### src/rtl/rstgen_pkg.sv
// Shared definitions for the sequenced reset generator: FSM state encoding,
// parameter defaults and legal limits, and the stagger/hold counter sizing.
package rstgen_pkg;

  // Parameter defaults
  localparam int unsigned SYNC_STAGES_DEF = 4;
  localparam int unsigned NUM_CH_DEF      = 2;
  localparam int unsigned STAGGER_DEF     = 8;
  localparam int unsigned HOLD_CYC_DEF    = 16;

  // Legal parameter limits
  localparam int unsigned SYNC_STAGES_MIN = 2;
  localparam int unsigned SYNC_STAGES_MAX = 8;
  localparam int unsigned NUM_CH_MIN      = 1;
  localparam int unsigned NUM_CH_MAX      = 8;
  localparam int unsigned HOLD_CYC_MIN    = 1;
  localparam int unsigned HOLD_CYC_MAX    = 255;

  // Sequencer states
  typedef enum logic [1:0] {
    ST_SYNC     = 2'd0,
    ST_RELEASE  = 2'd1,
    ST_DONE     = 2'd2,
    ST_SW_HOLD  = 2'd3
  } rstgen_state_e;

  // Width of the shared stagger/hold counter: enough to hold max(stagger, hold).
  function automatic int unsigned cnt_width(input int unsigned stagger,
                                            input int unsigned hold);
    int unsigned m;
    m = (stagger > hold) ? stagger : hold;
    return (m < 1) ? 1 : $clog2(m + 1);
  endfunction

endpackage

### src/rtl/rstgen_sync.sv
// Reset synchroniser: a shift chain of STAGES flops cleared asynchronously by
// rst_ni and filled with ones synchronously, so the output rises on the
// STAGES-th clock edge after rst_ni deasserts.
module rstgen_sync
  import rstgen_pkg::*;
#(
  parameter int unsigned STAGES = SYNC_STAGES_DEF
) (
  input  logic clk_i,
  input  logic rst_ni,
  output logic sync_o
);

  logic [STAGES-1:0] sync_q;

  // Shift ones in from stage 0; async clear on reset assertion.
  always_ff @(posedge clk_i or negedge rst_ni) begin
    if (!rst_ni) begin
      sync_q <= '0;
    end else begin
      sync_q <= {sync_q[STAGES-2:0], 1'b1};
    end
  end

  assign sync_o = sync_q[STAGES-1];

endmodule

### src/rtl/rstgen_seq.sv
// Sequenced reset generator. After rst_ni is synchronised, channel resets are
// released one after another, STAGGER cycles apart, and rst_done_o follows one
// cycle after the last channel. A DFT bypass routes rst_ni straight to the
// outputs when test_mode_i is set.
// Optional feature: define RSTGEN_SEQ_SW_RST_EN to add software-triggered
// resets (SW_HOLD state, HOLD_CYC-cycle assertion, one-cycle acknowledge).
module rstgen_seq
  import rstgen_pkg::*;
#(
  parameter int unsigned SYNC_STAGES = SYNC_STAGES_DEF,
  parameter int unsigned NUM_CH      = NUM_CH_DEF,
  parameter int unsigned STAGGER     = STAGGER_DEF,
  parameter int unsigned HOLD_CYC    = HOLD_CYC_DEF
) (
  input  logic              clk_i,
  input  logic              rst_ni,
  input  logic              test_mode_i,
  input  logic              sw_rst_req_i,
  output logic [NUM_CH-1:0] rst_no,
  output logic [NUM_CH-1:0] init_no,
  output logic              rst_done_o,
  output logic              sw_rst_ack_o
);

  localparam int unsigned CW = cnt_width(STAGGER, HOLD_CYC);
  // Counter value on which the next channel is released (unused when STAGGER=0).
  localparam logic [CW-1:0] STAG_LAST = CW'((STAGGER > 0) ? (STAGGER - 1) : 0);
  // Release pattern applied on the first RELEASE edge: channel 0 only, or all
  // channels together when there is no stagger.
  localparam logic [NUM_CH-1:0] FIRST_REL =
    (STAGGER == 0) ? {NUM_CH{1'b1}} : NUM_CH'(1);

  rstgen_state_e     state_q, state_d;
  logic [CW-1:0]     cnt_q, cnt_d;
  logic [NUM_CH-1:0] rst_q, rst_d;
  logic              sync_rst;

`ifdef RSTGEN_SEQ_SW_RST_EN
  localparam logic [CW-1:0] HOLD_LAST = CW'(HOLD_CYC - 1);
  logic ack_q, ack_d;
`else
  logic unused_sw_rst_req;
  assign unused_sw_rst_req = sw_rst_req_i;
`endif

  rstgen_sync #(
    .STAGES (SYNC_STAGES)
  ) u_sync (
    .clk_i  (clk_i),
    .rst_ni (rst_ni),
    .sync_o (sync_rst)
  );

  // Next-state logic: synchronise, stagger the releases, then idle in DONE.
  always_comb begin
    state_d = state_q;
    cnt_d   = cnt_q;
    rst_d   = rst_q;
`ifdef RSTGEN_SEQ_SW_RST_EN
    ack_d   = 1'b0;
`endif
    case (state_q)
      ST_SYNC: begin
        if (sync_rst) begin
          state_d = ST_RELEASE;
          rst_d   = FIRST_REL;
          cnt_d   = '0;
        end
      end
      ST_RELEASE: begin
        if (&rst_q) begin
          // Last channel went out on the previous edge; done follows one cycle later.
          state_d = ST_DONE;
          cnt_d   = '0;
        end else if (cnt_q == STAG_LAST) begin
          rst_d = (rst_q << 1) | NUM_CH'(1);
          cnt_d = '0;
        end else begin
          cnt_d = cnt_q + CW'(1);
        end
      end
      ST_DONE: begin
`ifdef RSTGEN_SEQ_SW_RST_EN
        if (sw_rst_req_i) begin
          state_d = ST_SW_HOLD;
          rst_d   = '0;
          cnt_d   = '0;
          ack_d   = 1'b1;
        end
`endif
      end
`ifdef RSTGEN_SEQ_SW_RST_EN
      ST_SW_HOLD: begin
        // Already synchronous, so go straight back to releasing channels.
        if (cnt_q == HOLD_LAST) begin
          state_d = ST_RELEASE;
          rst_d   = FIRST_REL;
          cnt_d   = '0;
        end else begin
          cnt_d = cnt_q + CW'(1);
        end
      end
`endif
      default: begin
        state_d = ST_SYNC;
        rst_d   = '0;
        cnt_d   = '0;
      end
    endcase
  end

  // State registers; reset assertion aborts any sequence in progress.
  always_ff @(posedge clk_i or negedge rst_ni) begin
    if (!rst_ni) begin
      state_q <= ST_SYNC;
      cnt_q   <= '0;
      rst_q   <= '0;
`ifdef RSTGEN_SEQ_SW_RST_EN
      ack_q   <= 1'b0;
`endif
    end else begin
      state_q <= state_d;
      cnt_q   <= cnt_d;
      rst_q   <= rst_d;
`ifdef RSTGEN_SEQ_SW_RST_EN
      ack_q   <= ack_d;
`endif
    end
  end

  // Test mode bypasses the sequencer entirely with zero latency.
  assign rst_no     = test_mode_i ? {NUM_CH{rst_ni}} : rst_q;
  assign init_no    = test_mode_i ? {NUM_CH{1'b1}}   : rst_q;
  assign rst_done_o = test_mode_i ? rst_ni : (state_q == ST_DONE);

`ifdef RSTGEN_SEQ_SW_RST_EN
  assign sw_rst_ack_o = ack_q;
`else
  assign sw_rst_ack_o = 1'b0;
`endif

endmodule
### config.mk
export PLATFORM = sky130hd
export DESIGN_NAME = rstgen_seq
export DESIGN_NICKNAME = d
export VERILOG_FILES = /design/src/rtl/rstgen_pkg.sv /design/src/rtl/rstgen_sync.sv /design/src/rtl/rstgen_seq.sv
export SDC_FILE = /design/constraint.sdc
export NUM_CORES = 1
export LEC_CHECK = 0
export CAP_MARGIN = 5
export CELL_PAD_IN_SITES_DETAIL_PLACEMENT = 1
export CELL_PAD_IN_SITES_GLOBAL_PLACEMENT = 2
export CORE_MARGIN = 5
export CORE_UTILIZATION = 35
export CTS_CLUSTER_DIAMETER = 120
export CTS_CLUSTER_SIZE = 30
export DETAILED_ROUTE_END_ITERATION = 8
export GPL_TIMING_DRIVEN = 0
export PLACE_DENSITY = 0.85
export RECOVER_POWER = 50
export SYNTH_ARGS = -nofsm -noshare
export SYNTH_HDL_FRONTEND = slang
export SYNTH_HIERARCHICAL = 1
export SYNTH_SLANG_ARGS = --single-unit
### constraint.sdc
create_clock -name clk_i -period 3.6 [get_ports clk_i]
set_input_delay 0.72 -clock clk_i [delete_from_list [all_inputs] [get_ports clk_i]]
set_output_delay 0.72 -clock clk_i [all_outputs]
set_load 0.005 [all_outputs]
Word level (Yosys, flattened, before mapping)
Index checks and enable logic that the tools add are counted.
{"block": "totals", "ramBits": 0, "rom_bits": 0, "latchBits": 0, "word_cells": 31, "register_bits": 13, "n_memories": 0}
{"block": "op_classes", "add_sub_neg": 1, "muxes": 13, "n_reduce_logical": 5, "multipliers": 0, "shifts": 0, "div": 0, "bitwise_logic": 1, "order_cmp": 0, "n_eq_ne": 7}
{"operator": "two-way mux 5 bit", "count": 3}
{"operator": "case mux 5 bit (3 select lines)", "count": 1}
{"operator": "two-way mux 2 bit", "count": 6}
{"operator": "case mux 2 bit (3 select lines)", "count": 2}
{"operator": "inequality test 2 bit, second input constant", "count": 3}
{"operator": "adder 5 x 1 -> 5 bit, second input constant", "count": 1}
{"operator": "== test 5 x 3 -> 1 bit, second input constant", "count": 1}
{"operator": "AND reduction 2 bit", "count": 2}
{"operator": "AND reduction 4 bit", "count": 1}
{"operator": "AND reduction 3 bit", "count": 1}
{"operator": "== test 2 x 1 -> 1 bit, second input constant", "count": 1}
{"operator": "== test 2 bit, second input constant", "count": 1}
{"operator": "logical NOT 2 bit", "count": 1}
{"operator": "inequality test 2 x 1 -> 1 bit, second input constant", "count": 1}
{"operator": "two-way mux 1 bit", "count": 1}
{"operator": "inverter 1 bit", "count": 1}

Depth between registers and ports, before layout
{"block": "logic_depth", "word_depth": 4, "mapped_depth": 4}

By module
The synthesis kept the hierarchy.
{"module": "rstgen_seq", "area_per_inst_um2": 508.0, "cells_each": 48, "n_inst": 1, "seq_area_each_um2": 225.2}
{"module": "rstgen_sync", "area_per_inst_um2": 103.8, "cells_each": 5, "n_inst": 1, "seq_area_each_um2": 100.1}

Worst setup path before layout
Ideal clock, no wire load.
{"block": "synth_path", "path_kind": "input port to output port", "start": "input test_mode_i", "end": "output init_no[0]", "arrival_time_ns": 0.987, "n_path_buf": 0, "path_slack_ns": 1.893, "required_ns": 2.880, "cell_stages": 1, "cell_sequence": "or2_2"}
{"block": "synth_between", "elab_chain_cells": 1}
{"item": "from (decl)", "line_no": "rstgen_seq.sv:17", "rtl": "input logic test_mode_i,"}
{"item": "two-way mux 2 bit", "line_no": "rstgen_seq.sv:133", "rtl": "assign init_no = test_mode_i ? {NUM_CH{1'b1}} : rst_q;"}
{"item": "to (decl)", "line_no": "rstgen_seq.sv:20", "rtl": "output logic [NUM_CH-1:0] init_no,"}
No other way between the ends.

Final worst setup path
{"block": "layout_path", "start": "input rst_ni", "end": "output rst_done_o"}
{"block": "layout_between", "elab_chain_cells": 1}
{"item": "from (decl)", "line_no": "rstgen_seq.sv:16", "rtl": "input logic rst_ni,"}
{"item": "two-way mux 1 bit", "line_no": "rstgen_seq.sv:134", "rtl": "assign rst_done_o = test_mode_i ? rst_ni : (state_q == ST_DONE);"}
{"item": "to (decl)", "line_no": "rstgen_seq.sv:21", "rtl": "output logic rst_done_o,"}
No other way between the ends.

==> summary.md <==
| Metric | Value |
|---|---|
| Status | `completed` |
| Share of cells above drive strength 1 | `0.1563` |
| Dpl hpwl | `roughly 890 um` |
| Combinational share of power | `0.405` |
| Clock Path Buffers | `2` |
| Antenna Diode Count | `0` |
| Max cap viols | `0` |
| Max Slew Vio Count | `0` |
| P&R area growth vs syn | `18.00%` |
| Buffers added on ports | `7` |
| Die area | `approximately 2700 um^2` |
| Crit Path Max Fanout | `14` |
| Fin crit share | `0.8780` |
| DRC Markers | `0` |
| Synth warn | `6` |
| Crit path DAT | `between 2 and 2.5 ns` |
| Setup_tns | `0 ns` |
| Worst slew pin tran | `around 0.61 ns` |
| Final hold vios | `0` |
| Initial antenna violation count | `0` |
| Vias | `433` |
| Die width | `between 50 and 60 um` |
| Antenna-violating nets left | `0` |
| Top-Level Pins | `10` |
| Critical path endpoint category | `output pin` |
| Vias per cell | `5.346` |
| Sequential Power Share | `0.429` |
| CTS resizes | `0` |
| DRT iter0 DRCs | `0` |
| Flip-flop and latch count after synthesis | `13` |
| Core area | `approximately 1700 um^2` |
| Syn avg cell area | `around 12 um^2` |
| CTS Root Cell | `clkbuf_4` |
| Syn Inst Count | `53` |
| Row count | `15` |
| Drt wl/cell | `between 10 and 15 um` |
| Final core occ | `0.4274` |
| Remaining Overflow, GRT | `0` |
| 1st-pass router iterations | `1` |
| Most frequent cells in the layout | `dfrtp_1, clkdlybuf4s50_1, o21ai_0` |
| Switching share of power | `0.3659` |
| WS Path Type | `in2out` |
| Post-Syn Area | `between 600 and 700 um^2` |
| Clk_lat worst skew | `~0.28 ns` |
| Max incr delay on CP | `around 0.92 ns` |
| Overall Power | `approximately 0.00055 W` |
| Routability cong. | `between 0.6 and 0.7` |
| Crit path required time | `between 2 and 3 ns` |
| Switching pwr | `about 0.0002 W` |
| Worst vdd ir | `between 0.3 and 0.4 mV` |
| Post-CTS setup buffer count | `0` |
| Slowest stage cell, crit path | `dlygate4sd3_1` |
| First-pass GRT wire length | `around 2100 um` |
| Most common cell after layout, fill and taps aside | `dfrtp_1` |
| Final setup viols | `0` |
| CTS tree | `done` |
| Die Ht | `between 50 and 60 um` |
| CTS Buf Count | `3` |
| Clock Sinks | `13` |
| P_int | `between 0.0003 and 0.0004 W` |
| Slew HR | `0.5946` |
| RSZ-0062 raised after global routing | `false` |
| Initial Utilization | `0.3622` |
| Overall global routing resource usage | `0.1076` |
| Crit start category | `input port` |
| Post-synthesis sequential area ratio | `0.5317` |
| Crit-path cells | `dlygate4sd3_1, nand2_1, o21ai_0, clkdlybuf4s50_1` |
| Final nets | `70` |
| Netlist cell types | `29` |
| Minimum clock period | `between 3 and 4 ns` |
| LEAKAGE | `0.3169 nW` |
| Clock power share | `0.165` |
| Power per cell area | `between 700 and 800 nW/um^2` |
| Largest net degree at the start of global routing | `15` |
| Vias in the first global route | `about 440` |
| Htree depth | `1` |
| Hold_buf cts | `0` |
| Drt total wl | `between 1000 and 1500 um` |
| Max Freq | `316.4 MHz` |
| CTS clock-pin slew for the worst setup and hold paths | `approximately 0.070 ns` |
| Post-synth net total | `58` |
| Worst hold path type | `reg2reg` |
| Max Clock Skew | `around 0.010 ns` |
-- worst max-delay path: cells and delay by family --
kind | cells | cell delay [ns]
and+or+nand+nor | 1 | 0.15
AOI/OAI and AO/OA | 1 | 0.11
buffers and inverters | 2 | 1.45
-- sequential cells by signal (all words and copies together) (netlist names) --
signal         cells
rst_q              2
state_q            2
cnt_q              5
u_sync/sync_q      4
-- kinds of logic (layout without fill, tap and decap cells) --
family                     Yosys count  in the layout  share of synthesized area
and+or+nand+nor                     16             16                     0.1800
AOI/OAI and AO/OA                   14             14                     0.1759
DFF                                 13             13                     0.5317
buffers and inverters                4             15                    0.03068
other                                2              2                    0.01227
muxes                                2              2                    0.03476
adders and majority gates            1              1                    0.02045
xor gates and xnor gates             1              1                    0.01432
-- layout make-up --
type | count | area [um^2]
Fill cell | 188 | 967.2
Inverter | 3 | 11.26
Timing Repair Buffer | 7 | 70.07
Tap cell | 17 | 21.27
Multi-Input combinational cell | 36 | 260.3
Clock buffer | 4 | 26.28
Buffer | 1 | 7.507
Sequential cell | 13 | 325.3
-- path summary, 6_finish.rpt --
kind                            cells past startpoint  slack (ns)        startpoint               end
worst max-delay path                                4        0.44            rst_ni        rst_done_o
worst min-delay path                                0        0.35  u_sync/sync_q[2]  u_sync/sync_q[3]
worst max register to register                      4        2.24          cnt_q[0]          cnt_q[0]
worst min register to register                      0        0.35  u_sync/sync_q[2]  u_sync/sync_q[3]
max in group asynchronous                           1        2.31            rst_ni        state_q[1]
min in group asynchronous                           1        0.88            rst_ni          cnt_q[1]
-- power by group through the flow --
stage / combinational (W) / sequential, W / clock (W)
after floorplan: 0.000173 / 0.000226 / 0
after global placement: 0.000228 / 0.000238 / 0
after detailed placement: 0.000235 / 0.000241 / 0
after CTS: 0.000236 / 0.000238 / 0.0000956
after global routing: 0.000246 / 0.000244 / 0.000103
final: 0.000222 / 0.000235 / 0.0000904
-- cells in the mapped netlist, drive strengths merged --
cell type	n	share of area
nor2b	1	0.010
mux2i	1	0.016
nand2	1	0.0061
nand3	1	0.0082
a22o	2	0.029
ha	1	0.020
a21oi	1	0.0082
buf	1	0.012
xor2	1	0.014
conb	2	0.012
o2bb2ai	3	0.043
and3	1	0.010
dfrtp	13	0.53
and2b	1	0.012
o32ai	2	0.041
inv	3	0.018
o22ai	1	0.010
and4bb	1	0.020
nand2b	3	0.043
o31ai	1	0.012
and2	1	0.010
o21ai	4	0.033
or2	3	0.031
nor2	2	0.012
nor3	1	0.016
mux2	1	0.018
-- metal layers --
layer,GRT usage,vias up,part of all wire
li1,-,208,-
met1,0.1302,215,0.45
met2,0.1716,5,0.50
met3,0.03438,5,0.034
met4,0.05240,0,0.022
met5,0,-,0
-- metrics by stage --
step           std cells  setup WS [ns]  cell area [um^2]  hold slack, ns
2_1_floorplan         53          1.893             611.8          0.3312
3_3_place_gp          77         0.4597             703.2          0.3354
3_5_place_dp          77         0.4068             703.2          0.3380
4_1_cts               81         0.4306             729.5          0.3587
5_1_grt               81         0.2256             721.9          0.3749
6_report              81         0.4390             721.9          0.3526
(Power assumes the default switching activity.)
